===== src/rtl/fwd_pkg.sv =====
// Shared definitions for the forwarding / hazard unit.
//   FWD_* : operand-mux select encodings
//   stage_t : in-flight instruction record {v, w, m2, rn} at the default register width
package fwd_pkg;

    localparam int unsigned FWD_AW = 5;

    localparam logic [1:0] FWD_REG      = 2'b00;
    localparam logic [1:0] FWD_EX       = 2'b01;
    localparam logic [1:0] FWD_MEM_ALU  = 2'b10;
    localparam logic [1:0] FWD_MEM_LOAD = 2'b11;

    typedef struct packed {
        logic              v;
        logic              w;
        logic              m2;
        logic [FWD_AW-1:0] rn;
    } stage_t;

endpackage


===== src/rtl/fwd_hazard_unit_if.sv =====
// ID-stage / hazard-unit signal bundle.
//   master : pipeline side, drives decode info, flush and mem_ready; reads fwd/stall/freeze
//   slave  : hazard unit side
// With FWD_STALL_CNT_EN defined the bundle also carries stall_cnt / freeze_cnt (CW bits).
interface fwd_hazard_unit_if
    import fwd_pkg::*;
#(
    parameter int unsigned NPORTS = 2,
    parameter int unsigned AW     = FWD_AW
`ifdef FWD_STALL_CNT_EN
    , parameter int unsigned CW   = 16
`endif
);
    logic                   d_valid;
    logic                   d_wreg;
    logic                   d_m2reg;
    logic [AW-1:0]          d_rn;
    logic [NPORTS*AW-1:0]   d_rs;
    logic [NPORTS-1:0]      d_use;
    logic                   flush;
    logic                   mem_ready;
    logic [2*NPORTS-1:0]    fwd;
    logic                   stall;
    logic                   freeze;
`ifdef FWD_STALL_CNT_EN
    logic [CW-1:0]          stall_cnt;
    logic [CW-1:0]          freeze_cnt;
`endif

    modport master (
        output d_valid, d_wreg, d_m2reg, d_rn, d_rs, d_use, flush, mem_ready,
`ifdef FWD_STALL_CNT_EN
        input  stall_cnt, freeze_cnt,
`endif
        input  fwd, stall, freeze
    );

    modport slave (
        input  d_valid, d_wreg, d_m2reg, d_rn, d_rs, d_use, flush, mem_ready,
`ifdef FWD_STALL_CNT_EN
        output stall_cnt, freeze_cnt,
`endif
        output fwd, stall, freeze
    );

endinterface


===== src/rtl/fwd_port_sel.sv =====
// Forwarding select for one decode-stage source operand (combinational).
//   rs, use_rs     : source register and whether it is actually read
//   e_rec, m_rec   : EX / MEM shadow records {v, w, m2, rn}
//   sel            : operand-mux select (FWD_* encoding)
//   load_use       : operand needs the result of a load still in EX
module fwd_port_sel
    import fwd_pkg::*;
#(
    parameter  int unsigned AW = FWD_AW,
    localparam int unsigned RW = AW + 3
) (
    input  logic [AW-1:0] rs,
    input  logic          use_rs,
    input  logic [RW-1:0] e_rec,
    input  logic [RW-1:0] m_rec,
    output logic [1:0]    sel,
    output logic          load_use
);
    typedef struct packed {
        logic          v;
        logic          w;
        logic          m2;
        logic [AW-1:0] rn;
    } rec_t;

    rec_t e;
    rec_t m;
    logic e_hit;
    logic m_hit;

    assign e = e_rec;
    assign m = m_rec;
    assign e_hit = e.v & e.w & (e.rn == rs);
    assign m_hit = m.v & m.w & (m.rn == rs);

    // EX beats MEM; r0 never forwards so a tracked write to r0 is harmless
    always_comb begin
        sel      = FWD_REG;
        load_use = 1'b0;
        if (use_rs && (rs != '0)) begin
            if (e_hit) begin
                if (e.m2) load_use = 1'b1;
                else      sel      = FWD_EX;
            end else if (m_hit) begin
                sel = m.m2 ? FWD_MEM_LOAD : FWD_MEM_ALU;
            end
        end
    end

endmodule


===== src/rtl/fwd_hazard_unit.sv =====
// Forwarding and hazard unit beside the ID stage.
//   clock, reset : rising-edge clock, asynchronous active-high reset
//   bus (slave)  : decode info, flush, mem_ready in; fwd selects, stall, freeze out
// Keeps EX/MEM shadow records of in-flight writes. fwd/stall/freeze are combinational.
// Optional FWD_STALL_CNT_EN: saturating stall_cnt / freeze_cnt statistics (CW bits).
module fwd_hazard_unit
    import fwd_pkg::*;
#(
    parameter int unsigned NPORTS = 2,
    parameter int unsigned AW     = FWD_AW
`ifdef FWD_STALL_CNT_EN
    , parameter int unsigned CW   = 16
`endif
) (
    input  logic            clock,
    input  logic            reset,
    fwd_hazard_unit_if.slave bus
);
    typedef struct packed {
        logic          v;
        logic          w;
        logic          m2;
        logic [AW-1:0] rn;
    } rec_t;

    rec_t                e_q;
    rec_t                m_q;
    logic [NPORTS-1:0]   lu_c;
    logic [2*NPORTS-1:0] fwd_c;
    logic                stall_c;
    logic                freeze_c;

    // One select/load-use decoder per source operand
    for (genvar p = 0; p < NPORTS; p++) begin : g_port
        fwd_port_sel #(.AW(AW)) u_sel (
            .rs       (bus.d_rs[p*AW +: AW]),
            .use_rs   (bus.d_use[p]),
            .e_rec    (e_q),
            .m_rec    (m_q),
            .sel      (fwd_c[2*p +: 2]),
            .load_use (lu_c[p])
        );
    end

    // Freeze wins: a load-use stall is only raised once memory is done
    assign freeze_c = m_q.v & m_q.m2 & ~bus.mem_ready;
    assign stall_c  = bus.d_valid & (|lu_c) & ~freeze_c;

    assign bus.fwd    = fwd_c;
    assign bus.stall  = stall_c;
    assign bus.freeze = freeze_c;

    // Shadow pipeline: hold on freeze, else advance with a bubble on stall/flush
    always_ff @(posedge clock or posedge reset) begin
        if (reset) begin
            e_q <= '0;
            m_q <= '0;
        end else if (!freeze_c) begin
            m_q <= e_q;
            if (stall_c || bus.flush) begin
                e_q <= '0;
            end else begin
                e_q <= {bus.d_valid, bus.d_wreg, bus.d_m2reg, bus.d_rn};
            end
        end
    end

`ifdef FWD_STALL_CNT_EN
    localparam logic [CW-1:0] CNT_MAX = '1;

    logic [CW-1:0] stall_cnt_q;
    logic [CW-1:0] freeze_cnt_q;

    // Saturating statistics, cleared only by reset
    always_ff @(posedge clock or posedge reset) begin
        if (reset) begin
            stall_cnt_q  <= '0;
            freeze_cnt_q <= '0;
        end else begin
            if (stall_c && (stall_cnt_q != CNT_MAX))   stall_cnt_q  <= stall_cnt_q + CW'(1);
            if (freeze_c && (freeze_cnt_q != CNT_MAX)) freeze_cnt_q <= freeze_cnt_q + CW'(1);
        end
    end

    assign bus.stall_cnt  = stall_cnt_q;
    assign bus.freeze_cnt = freeze_cnt_q;
`endif

endmodule


===== src/flat_wrapper.sv =====
// flat-port wrapper written by rule: the top's interface ports become plain ports
module fwd_hazard_unit_flat import fwd_pkg::*;
#(
    parameter int unsigned NPORTS = 2,
    parameter int unsigned AW     = FWD_AW

)
  (clock, reset, bus_d_valid, bus_d_wreg, bus_d_m2reg, bus_d_rn, bus_d_rs, bus_d_use, bus_flush, bus_mem_ready, bus_fwd, bus_stall, bus_freeze);
  fwd_hazard_unit_if #(.NPORTS(NPORTS), .AW(AW)) bus_i ();
  input  logic clock;
  input  logic reset;
  input wire logic [$bits(bus_i.d_valid)-1:0] bus_d_valid;
  input wire logic [$bits(bus_i.d_wreg)-1:0] bus_d_wreg;
  input wire logic [$bits(bus_i.d_m2reg)-1:0] bus_d_m2reg;
  input wire logic [$bits(bus_i.d_rn)-1:0] bus_d_rn;
  input wire logic [$bits(bus_i.d_rs)-1:0] bus_d_rs;
  input wire logic [$bits(bus_i.d_use)-1:0] bus_d_use;
  input wire logic [$bits(bus_i.flush)-1:0] bus_flush;
  input wire logic [$bits(bus_i.mem_ready)-1:0] bus_mem_ready;
  output wire logic [$bits(bus_i.fwd)-1:0] bus_fwd;
  output wire logic [$bits(bus_i.stall)-1:0] bus_stall;
  output wire logic [$bits(bus_i.freeze)-1:0] bus_freeze;
  assign bus_i.d_valid = bus_d_valid;
  assign bus_i.d_wreg = bus_d_wreg;
  assign bus_i.d_m2reg = bus_d_m2reg;
  assign bus_i.d_rn = bus_d_rn;
  assign bus_i.d_rs = bus_d_rs;
  assign bus_i.d_use = bus_d_use;
  assign bus_i.flush = bus_flush;
  assign bus_i.mem_ready = bus_mem_ready;
  assign bus_fwd = bus_i.fwd;
  assign bus_stall = bus_i.stall;
  assign bus_freeze = bus_i.freeze;
  fwd_hazard_unit #(.NPORTS(NPORTS), .AW(AW)) u_core (.clock(clock), .reset(reset), .bus(bus_i));
endmodule

===== config.mk =====
export PLATFORM = sky130hd
export DESIGN_NAME = fwd_hazard_unit_flat
export DESIGN_NICKNAME = d
export VERILOG_FILES = /design/src/rtl/fwd_pkg.sv /design/src/rtl/fwd_hazard_unit_if.sv /design/src/rtl/fwd_port_sel.sv /design/src/rtl/fwd_hazard_unit.sv /design/src/flat_wrapper.sv
export SDC_FILE = /design/constraint.sdc
export NUM_CORES = 1
export LEC_CHECK = 0
export ABC_CLOCK_PERIOD_IN_PS = 4810
export CORE_MARGIN = 2
export CORE_UTILIZATION = 40
export DETAILED_ROUTE_END_ITERATION = 10
export MAX_ROUTING_LAYER = met4
export PLACE_DENSITY = 0.7
export SLEW_MARGIN = 20
export SYNTH_ARGS = -nofsm -noshare
export SYNTH_HDL_FRONTEND = slang
export SYNTH_SLANG_ARGS = --single-unit
export TNS_END_PERCENT = 5

===== constraint.sdc =====
create_clock -name clock -period 4.81 [get_ports clock]
set_input_delay 1.443 -clock clock [delete_from_list [all_inputs] [get_ports clock]]
set_output_delay 1.443 -clock clock [all_outputs]
set_load 0.01 [all_outputs]

# ---- Word-level counts from Yosys, hierarchy flattened
# Index checks and enable logic that the tools add are counted.
dict set report totals {
  wordCells 44
  reg_bits 16
}
dict set report classes {
  n_eq_ne 4
  n_reduce_logical 6
  muxes 14
  n_bitwise 12
}
# operator count
set op_table {}
lappend op_table {{$eq 5x5->1} 4}
lappend op_table {{$mux 2} 6}
lappend op_table {{$and 1x1->1} 10}
lappend op_table {{$reduce_bool 5->1} 2}
lappend op_table {{$mux 8} 1}
lappend op_table {{$mux 1} 7}
lappend op_table {{$logic_and 1x1->1} 2}
lappend op_table {{$not 1->1} 2}
lappend op_table {{$reduce_or 2->1} 1}
lappend op_table {{$logic_or 1x1->1} 1}

# ---- Depth between registers and ports, before layout
# Gate-level depths: netlist of the first run.
dict set report depth {
  depth_word 9
  mapped_depth 7
  depth_no_buf 5
}

# ---- By module
# Synthesis of the first run repeated with hierarchy kept, for this count alone.
dict set report hier_totals {
  cells_unflattened 106
  area_unflattened_um2 1152.4
}
# mod cells_each area_each_um2 n_inst
set by_module_without_submodules {}
lappend by_module_without_submodules {fwd_hazard_unit 58 799.5 1}
lappend by_module_without_submodules {fwd_port_sel 24 176.4 2}

# ---- Worst setup path before layout of the first run
# No wires, ideal clock.
dict set report synth_path {
  path_kind {in2out}
  from {input port bus_d_rs[6]}
  to {output port bus_stall}
  path_slack_ps 806
  path_stages 6
  n_path_buf 1
  t_arrival_ps 2561
  path_cell_list {or4_1 -> o21ai_1 -> or2_1 -> o32a_1 -> buf_6 -> inv_1}
}
dict set report synth_via {
  elab_chain_len 7
}
# element line
set synth_lines {}
lappend synth_lines {{start, declared} flat_wrapper.sv:16} ;# input wire logic [$bits(bus_i.d_rs)-1:0] bus_d_rs;
lappend synth_lines {{$eq 5x5->1} fwd_port_sel.sv:33} ;# assign e_hit = e.v & e.w & (e.rn == rs);
lappend synth_lines {{$and 1x1->1} fwd_port_sel.sv:33}
lappend synth_lines {{$mux 1} fwd_port_sel.sv:41} ;# if (e_hit) begin
lappend synth_lines {{$mux 1 *} fwd_port_sel.sv:40} ;# if (use_rs && (rs != '0)) begin
lappend synth_lines {{$reduce_or 2->1 *} fwd_hazard_unit.sv:47} ;# assign stall_c = bus.d_valid & (|lu_c) & ~freeze_c;
lappend synth_lines {{$and 1x1->1 * (2 in a row)} fwd_hazard_unit.sv:47}
lappend synth_lines {{end, declared} flat_wrapper.sv:21} ;# output wire logic [$bits(bus_i.stall)-1:0] bus_stall;
# Every way passes the cells marked *; elsewhere a longest branch is shown, timed or not.

# ---- Worst setup path in the final report of the first run
dict set report layout_path {
  from {input port bus_d_rs[3]}
  to {output port bus_fwd[1]}
}
dict set report layout_via {
  elab_chain_len 5
}
# element line
set layout_lines {}
lappend layout_lines {{$eq 5x5->1} fwd_port_sel.sv:34} ;# assign m_hit = m.v & m.w & (m.rn == rs);
lappend layout_lines {{$and 1x1->1} fwd_port_sel.sv:34}
lappend layout_lines {{$mux 2} fwd_port_sel.sv:44} ;# end else if (m_hit) begin
lappend layout_lines {{$mux 2} fwd_port_sel.sv:41}
lappend layout_lines {{$mux 2 *} fwd_port_sel.sv:40}
lappend layout_lines {{end, declared} flat_wrapper.sv:20} ;# output wire logic [$bits(bus_i.fwd)-1:0] bus_fwd;
# Marked as above.

==> impl_metrics.json, run 1 <==
{
  "final.setup.tns_ns": 0,
  "clockBufferDepth": 2,
  "drtAntennaViolNets": 0,
  "period_share_pct": 98.5,
  "status": "complete, no violations",
  "htreeDepth": 1,
  "finalHoldViolations": 0,
  "crit_slowest_cell": "clkdlybuf4s50_1",
  "synth_cell_types": 25,
  "grt_pass1_wl_um": 3890,
  "critPathBufInv": 4,
  "fin_crit_ns": 4.74,
  "ff2ff_path_depth": 6,
  "grt_setup_unrepaired": "yes",
  "firstDrtPassIters": 3,
  "setup_ws_ns": 0.0704,
  "rows": 18,
  "critPathLaunchType": "primary input",
  "syn-num-nets": 121,
  "holdCritStartpoint": "u_core.m_q[6]",
  "die_x_um": 54.0,
  "via_per_inst": 5.02,
  "crit_end": "bus_fwd[1]",
  "rr_endpoint": "u_core.e_q[5]",
  "fin_nets": 166,
  "hold_path.class": "reg -> reg",
  "drc": 0,
  "final_max_slew_viol_count": 0,
  "path_clk_slew_ns": 0.09,
  "grt_overflow": 0,
  "synth-warning-count": 0,
  "rr_startpoint": "u_core.e_q[2]",
  "dieHeight_um": 54.0,
  "cts_tree": "yes",
  "cts_buffers": 3,
  "critical_path_depth": 9,
  "cp-startpoint": "bus_d_rs[3]",
  "syn-cell-area_um2": 998,
  "cts_root_buf": "clkbuf_4",
  "place_ws_ns": -0.206,
  "place_area_um2": 1410,
  "core_um2": 2410,
  "crit_type": "in -> out",
  "p_leak_nw": 0.649,
  "dr_total_vias": 859,
  "top_level_ports": 30,
  "dr.first_iter.drc_count": 1,
  "synth_area_per_cell_um2": 10.3,
  "syn_inst": 97,
  "drv_cap": 0,
  "drt_wl_total_um": 2240,
  "gp_congestion": 0.833,
  "synth-seq-area-share_pct": 40.1,
  "fillers": 216,
  "ys_ff_latch": 16,
  "relSlewSlack_pct": 60.9,
  "slowest_delay_ns": 0.46,
  "drive_gt1_share_pct": 25.5,
  "initial_core_util_pct": 41.4,
  "fmax_mhz": 211,
  "crit_path_max_fanout": 3,
  "cts.sinks": 16,
  "grt_usage_pct": 19.5,
  "crit_required_ns": 3.37,
  "cts.hold.buffers_added": 0,
  "hpwl_um": 1810,
  "layoutNonFillerInstCount": 171,
  "stdcell_area_um2": 1470,
  "area_growth_pct": 47.5,
  "ir_drop_mv": 0.175,
  "worst_pin_slew_ns": 0.585,
  "wl_per_cell_um": 13.1,
  "die-area_um2": 2910,
  "antenna_found_initial": 0,
  "crit_chain": "clkdlybuf4s50_1 > xor2_1 > nor4_2 > nand3_1 > buf_4 > buf_4 > nand2_1 > nor2_1 > clkdlybuf4s50_1",
  "skew_ns": 0.000452,
  "clk_latency_ns": 0.28,
  "grt_pass1_vias": 880,
  "dp.cells": 166,
  "crit_arrival_ns": 3.30,
  "antenna_cells": 0,
  "regToRegSetupSlack_ns": 2.86,
  "layout_commonest_cell": "clkdlybuf4s50_1",
  "port_buffers": 29,
  "worstSetupEndpointType": "output pin",
  "path_delay_family": "buffers and inverters",
  "grt_start_max_net_pins": 26,
  "timing.hold.ws_ns": 0.519,
  "power_density_nw_per_um2": 210,
  "setup_viol": 0,
  "final_cell_mix": "25 x clkdlybuf4s50_1, 16 x buf_4, 16 x dfrtp_1"
}
[cell usage after synthesis]
cell | instances | area, um^2
dfrtp_1 | 16 | 400
xnor2_1 | 11 | 96.3
xor2_1 | 9 | 78.8
a22o_1 | 8 | 70.1
nor3b_1 | 8 | 60.1
mux2_2 | 6 | 67.6
nand2_1 | 4 | 15.0
or2_2 | 4 | 25.0
clkbuf_1 | 3 | 11.3
nand3_1 | 3 | 15.0
nand4_1 | 3 | 18.8
a21oi_1 | 2 | 10.0
inv_1 | 2 | 7.51
nand3b_1 | 2 | 15.0
nor2_1 | 2 | 7.51
nor3_1 | 2 | 10.0
nor4_1 | 2 | 12.5
o21ai_1 | 2 | 10.0
or4_1 | 2 | 15.0
and3b_1 | 1 | 8.76
buf_1 | 1 | 3.75
buf_6 | 1 | 11.3
nor4_2 | 1 | 12.5
o32a_1 | 1 | 10.0
or2_1 | 1 | 6.26
[how the worst min path moves through the flow]
stage	cells past startpoint	slack (ns)	to
6_report	1	0.52	u_core.m_q[6]
5_1_grt	1	0.57	u_core.m_q[6]
3_5_place_dp	1	0.49	u_core.m_q[6]
3_3_place_gp	1	0.49	u_core.m_q[6]
4_1_cts	1	0.51	u_core.m_q[6]
2_1_floorplan	1	0.48	u_core.m_q[6]
[per-stage QoR]
step | utilization, % | power, mW
2_1_floorplan | - | 0.188
3_3_place_gp | 58.6 | 0.223
3_5_place_dp | 58.6 | 0.225
4_1_cts | 60.2 | 0.312
5_1_grt | 61.1 | 0.326
6_report | 61.1 | 0.309
[power breakdown]
group	total, mW	internal [mW]	switching [mW]
clock network	0.0858	0.0461	0.0398
registers	0.154	0.143	0.0104
logic	0.0699	0.0441	0.0258
total	0.309	0.233	0.0759
[timing repair]
action                                  4_1_cts  5_1_grt
endpoints found under the setup margin        3        4
setup buffers                                 0        1
gates resized for setup                       3        7
pin swaps                                     2        3
[final cells by class]
| type | count | area (um^2) | share of cell area [%] |
|---|---|---|---|
| repair buffers | 45 | 409 | 27.8 |
| inverters | 2 | 7.51 | 0.510 |
| multi-input cells | 74 | 582 | 39.5 |
| clock buffers | 4 | 36.3 | 2.46 |
| flip-flops and latches | 16 | 400 | 27.2 |
| well taps | 30 | 37.5 | 2.55 |
[state kept, by name (all words and copies together) (netlist names)]
signal and cells:
u_core.e_q 8, u_core.m_q 8
[worst reg2reg max path, stage by stage, from the launching register on]
cell     delay (ns)
dfrtp_1        0.45
xor2_1         0.20
nor4_2         0.26
nand3_1        0.15
o32a_1         0.42
buf_4          0.18
a22o_1         0.20
[per-layer routing]
metal	GRT usage, %	part of all wire (%)	vias up
li1	-	-	440
met1	24.2	46	399
met2	32.3	50	18
met3	1.11	3.5	2
met4	9.40	0.85	0
met5	-	0	-
[logic make-up after synthesis]
group                  Yosys count  share of synthesized area [%]
flip-flops                      16                           40.1
multiplexers                     6                           6.77
AND/OR/NAND/NOR                 35                           22.2
AO/OA/AOI/OAI                   13                           10.0
XOR/XNOR                        20                           17.5
buffers and inverters            7                           3.38
(Power assumes the default switching activity.)
==> run 2, diff against run 1 <==
- ABC_CLOCK_PERIOD_IN_PS: 4810 -> 4800
- clock period: 4.81 -> 4.8 ns (I/O delays scaled with it)
==> run 2 against run 1 <==
  * Critical endpoint unchanged
  * Critical path depth stayed put
  * Via count is 0.12% lower
  * Non-clock buffer count stayed put
  * Cell count stayed put
  * Clock-buffer cell count stayed put
  * Power is 0.22% higher
  * Clock skew hardly changed
  * Sequential cell count stayed put
==> impl_metrics.json, run 2 (synthesis results as in run 1) <==
{
  "drt_wl_total_um": 2250,
  "drive_gt1_share_pct": 25.5,
  "setup_viol": 0,
  "crit_type": "in -> out",
  "relSlewSlack_pct": 60.9,
  "wl_per_cell_um": 13.1,
  "cts_root_buf": "clkbuf_4",
  "final_max_slew_viol_count": 0,
  "crit_path_max_fanout": 3,
  "timing.hold.ws_ns": 0.517,
  "crit_required_ns": 3.36,
  "firstDrtPassIters": 4,
  "via_per_inst": 5.02,
  "setup_ws_ns": 0.0680,
  "critPathLaunchType": "primary input",
  "grt_usage_pct": 19.5,
  "grt_overflow": 0,
  "dieHeight_um": 54.0,
  "path_clk_slew_ns": 0.09,
  "clk_latency_ns": 0.28,
  "p_leak_nw": 0.649,
  "dr.first_iter.drc_count": 3,
  "rows": 18,
  "worst_pin_slew_ns": 0.586,
  "die_x_um": 54.0,
  "hold_path.class": "reg -> reg",
  "htreeDepth": 1,
  "ir_drop_mv": 0.175,
  "fin_crit_ns": 4.73,
  "clockBufferDepth": 2,
  "grt_pass1_wl_um": 3890,
  "skew_ns": 0.000452,
  "reg.largest.list": "u_core.e_q x8, u_core.m_q x8",
  "finalHoldViolations": 0,
  "crit_arrival_ns": 3.29,
  "cts.hold.buffers_added": 0,
  "core_um2": 2410,
  "period_share_pct": 98.6,
  "grt_pass1_vias": 880,
  "place_ws_ns": -0.210,
  "cts.sinks": 16,
  "cts_buffers": 3,
  "grt_setup_unrepaired": "yes",
  "layout_commonest_cell": "clkdlybuf4s50_1",
  "cts_tree": "yes",
  "fmax_mhz": 211,
  "final_cell_mix": "25 x clkdlybuf4s50_1, 16 x buf_4, 16 x dfrtp_1",
  "dr_total_vias": 858,
  "port_buffers": 29,
  "area_growth_pct": 47.5,
  "gp_congestion": 0.833,
  "antenna_cells": 0,
  "hpwl_um": 1810,
  "die-area_um2": 2910,
  "status": "complete, no violations",
  "worstSetupEndpointType": "output pin",
  "antenna_found_initial": 0,
  "drc": 0,
  "initial_core_util_pct": 41.4,
  "fin_nets": 166,
  "power_density_nw_per_um2": 211,
  "drv_cap": 0,
  "drtAntennaViolNets": 0,
  "grt_start_max_net_pins": 26,
  "top_level_ports": 30
}
run 2: cell counts in the layout (fill, tap and decap cells not counted):
Identical to the previous run, type by type.
run 2: layout make-up:
type	count	area, um^2
repair buffers	45	409
well taps	30	37.5
clock buffers	4	36.3
flip-flops and latches	16	400
fillers	216	937
inverters	2	7.51
multi-input cells	74	582
run 2: power breakdown:
group	leakage [nW]	total, mW	internal, mW	switching (mW)
clock	0.0210	0.0860	0.0462	0.0399
sequential	0.206	0.154	0.144	0.0104
combinational	0.422	0.0701	0.0442	0.0259
total	0.649	0.310	0.234	0.0762
run 2: critical path: stages:
cell and delay (ns):
clkdlybuf4s50_1 0.46, xor2_1 0.17, nor4_2 0.24, nand3_1 0.15, buf_4 0.16, buf_4 0.12
nand2_1 0.05, nor2_1 0.04, clkdlybuf4s50_1 0.46
run 2: per-stage QoR:
step	cells	setup TNS [ns]	power (mW)	instance area (um^2)	util, %
after floorplan	97	0	0.188	998	-
after global placement	166	-0.315	0.223	1410	58.6
after detailed placement	166	-0.424	0.226	1410	58.6
after CTS	170	-0.114	0.313	1450	60.2
after global routing	171	-0.0192	0.327	1470	61.1
final	171	0	0.310	1470	61.1
run 2: final timing paths:
path                       slack [ns]  depth (start not counted)       endpoint          start
max                              0.07                          9     bus_fwd[1]    bus_d_rs[3]
min                              0.52                          1  u_core.m_q[6]  u_core.m_q[6]
min reg2reg                      0.52                          1  u_core.m_q[6]  u_core.m_q[6]
min in group asynchronous        1.51                          2  u_core.e_q[5]          reset
max reg2reg                      2.86                          6  u_core.e_q[5]  u_core.e_q[2]
max in group asynchronous        2.91                          2  u_core.m_q[3]          reset
run 2: repair_timing:
action | 4_1_cts | 5_1_grt
setup buffers | 0 | 1
setup endpoints to repair | 3 | 4
resized for setup | 3 | 7
pin swaps | 2 | 5
run 2: layer usage:
layer	vias up	global-route usage (%)	share of wire, %
met3	2	1.11	3.5
li1	439	-	-
met4	0	9.40	0.85
met2	18	32.3	50
met5	-	-	0
met1	399	24.2	46
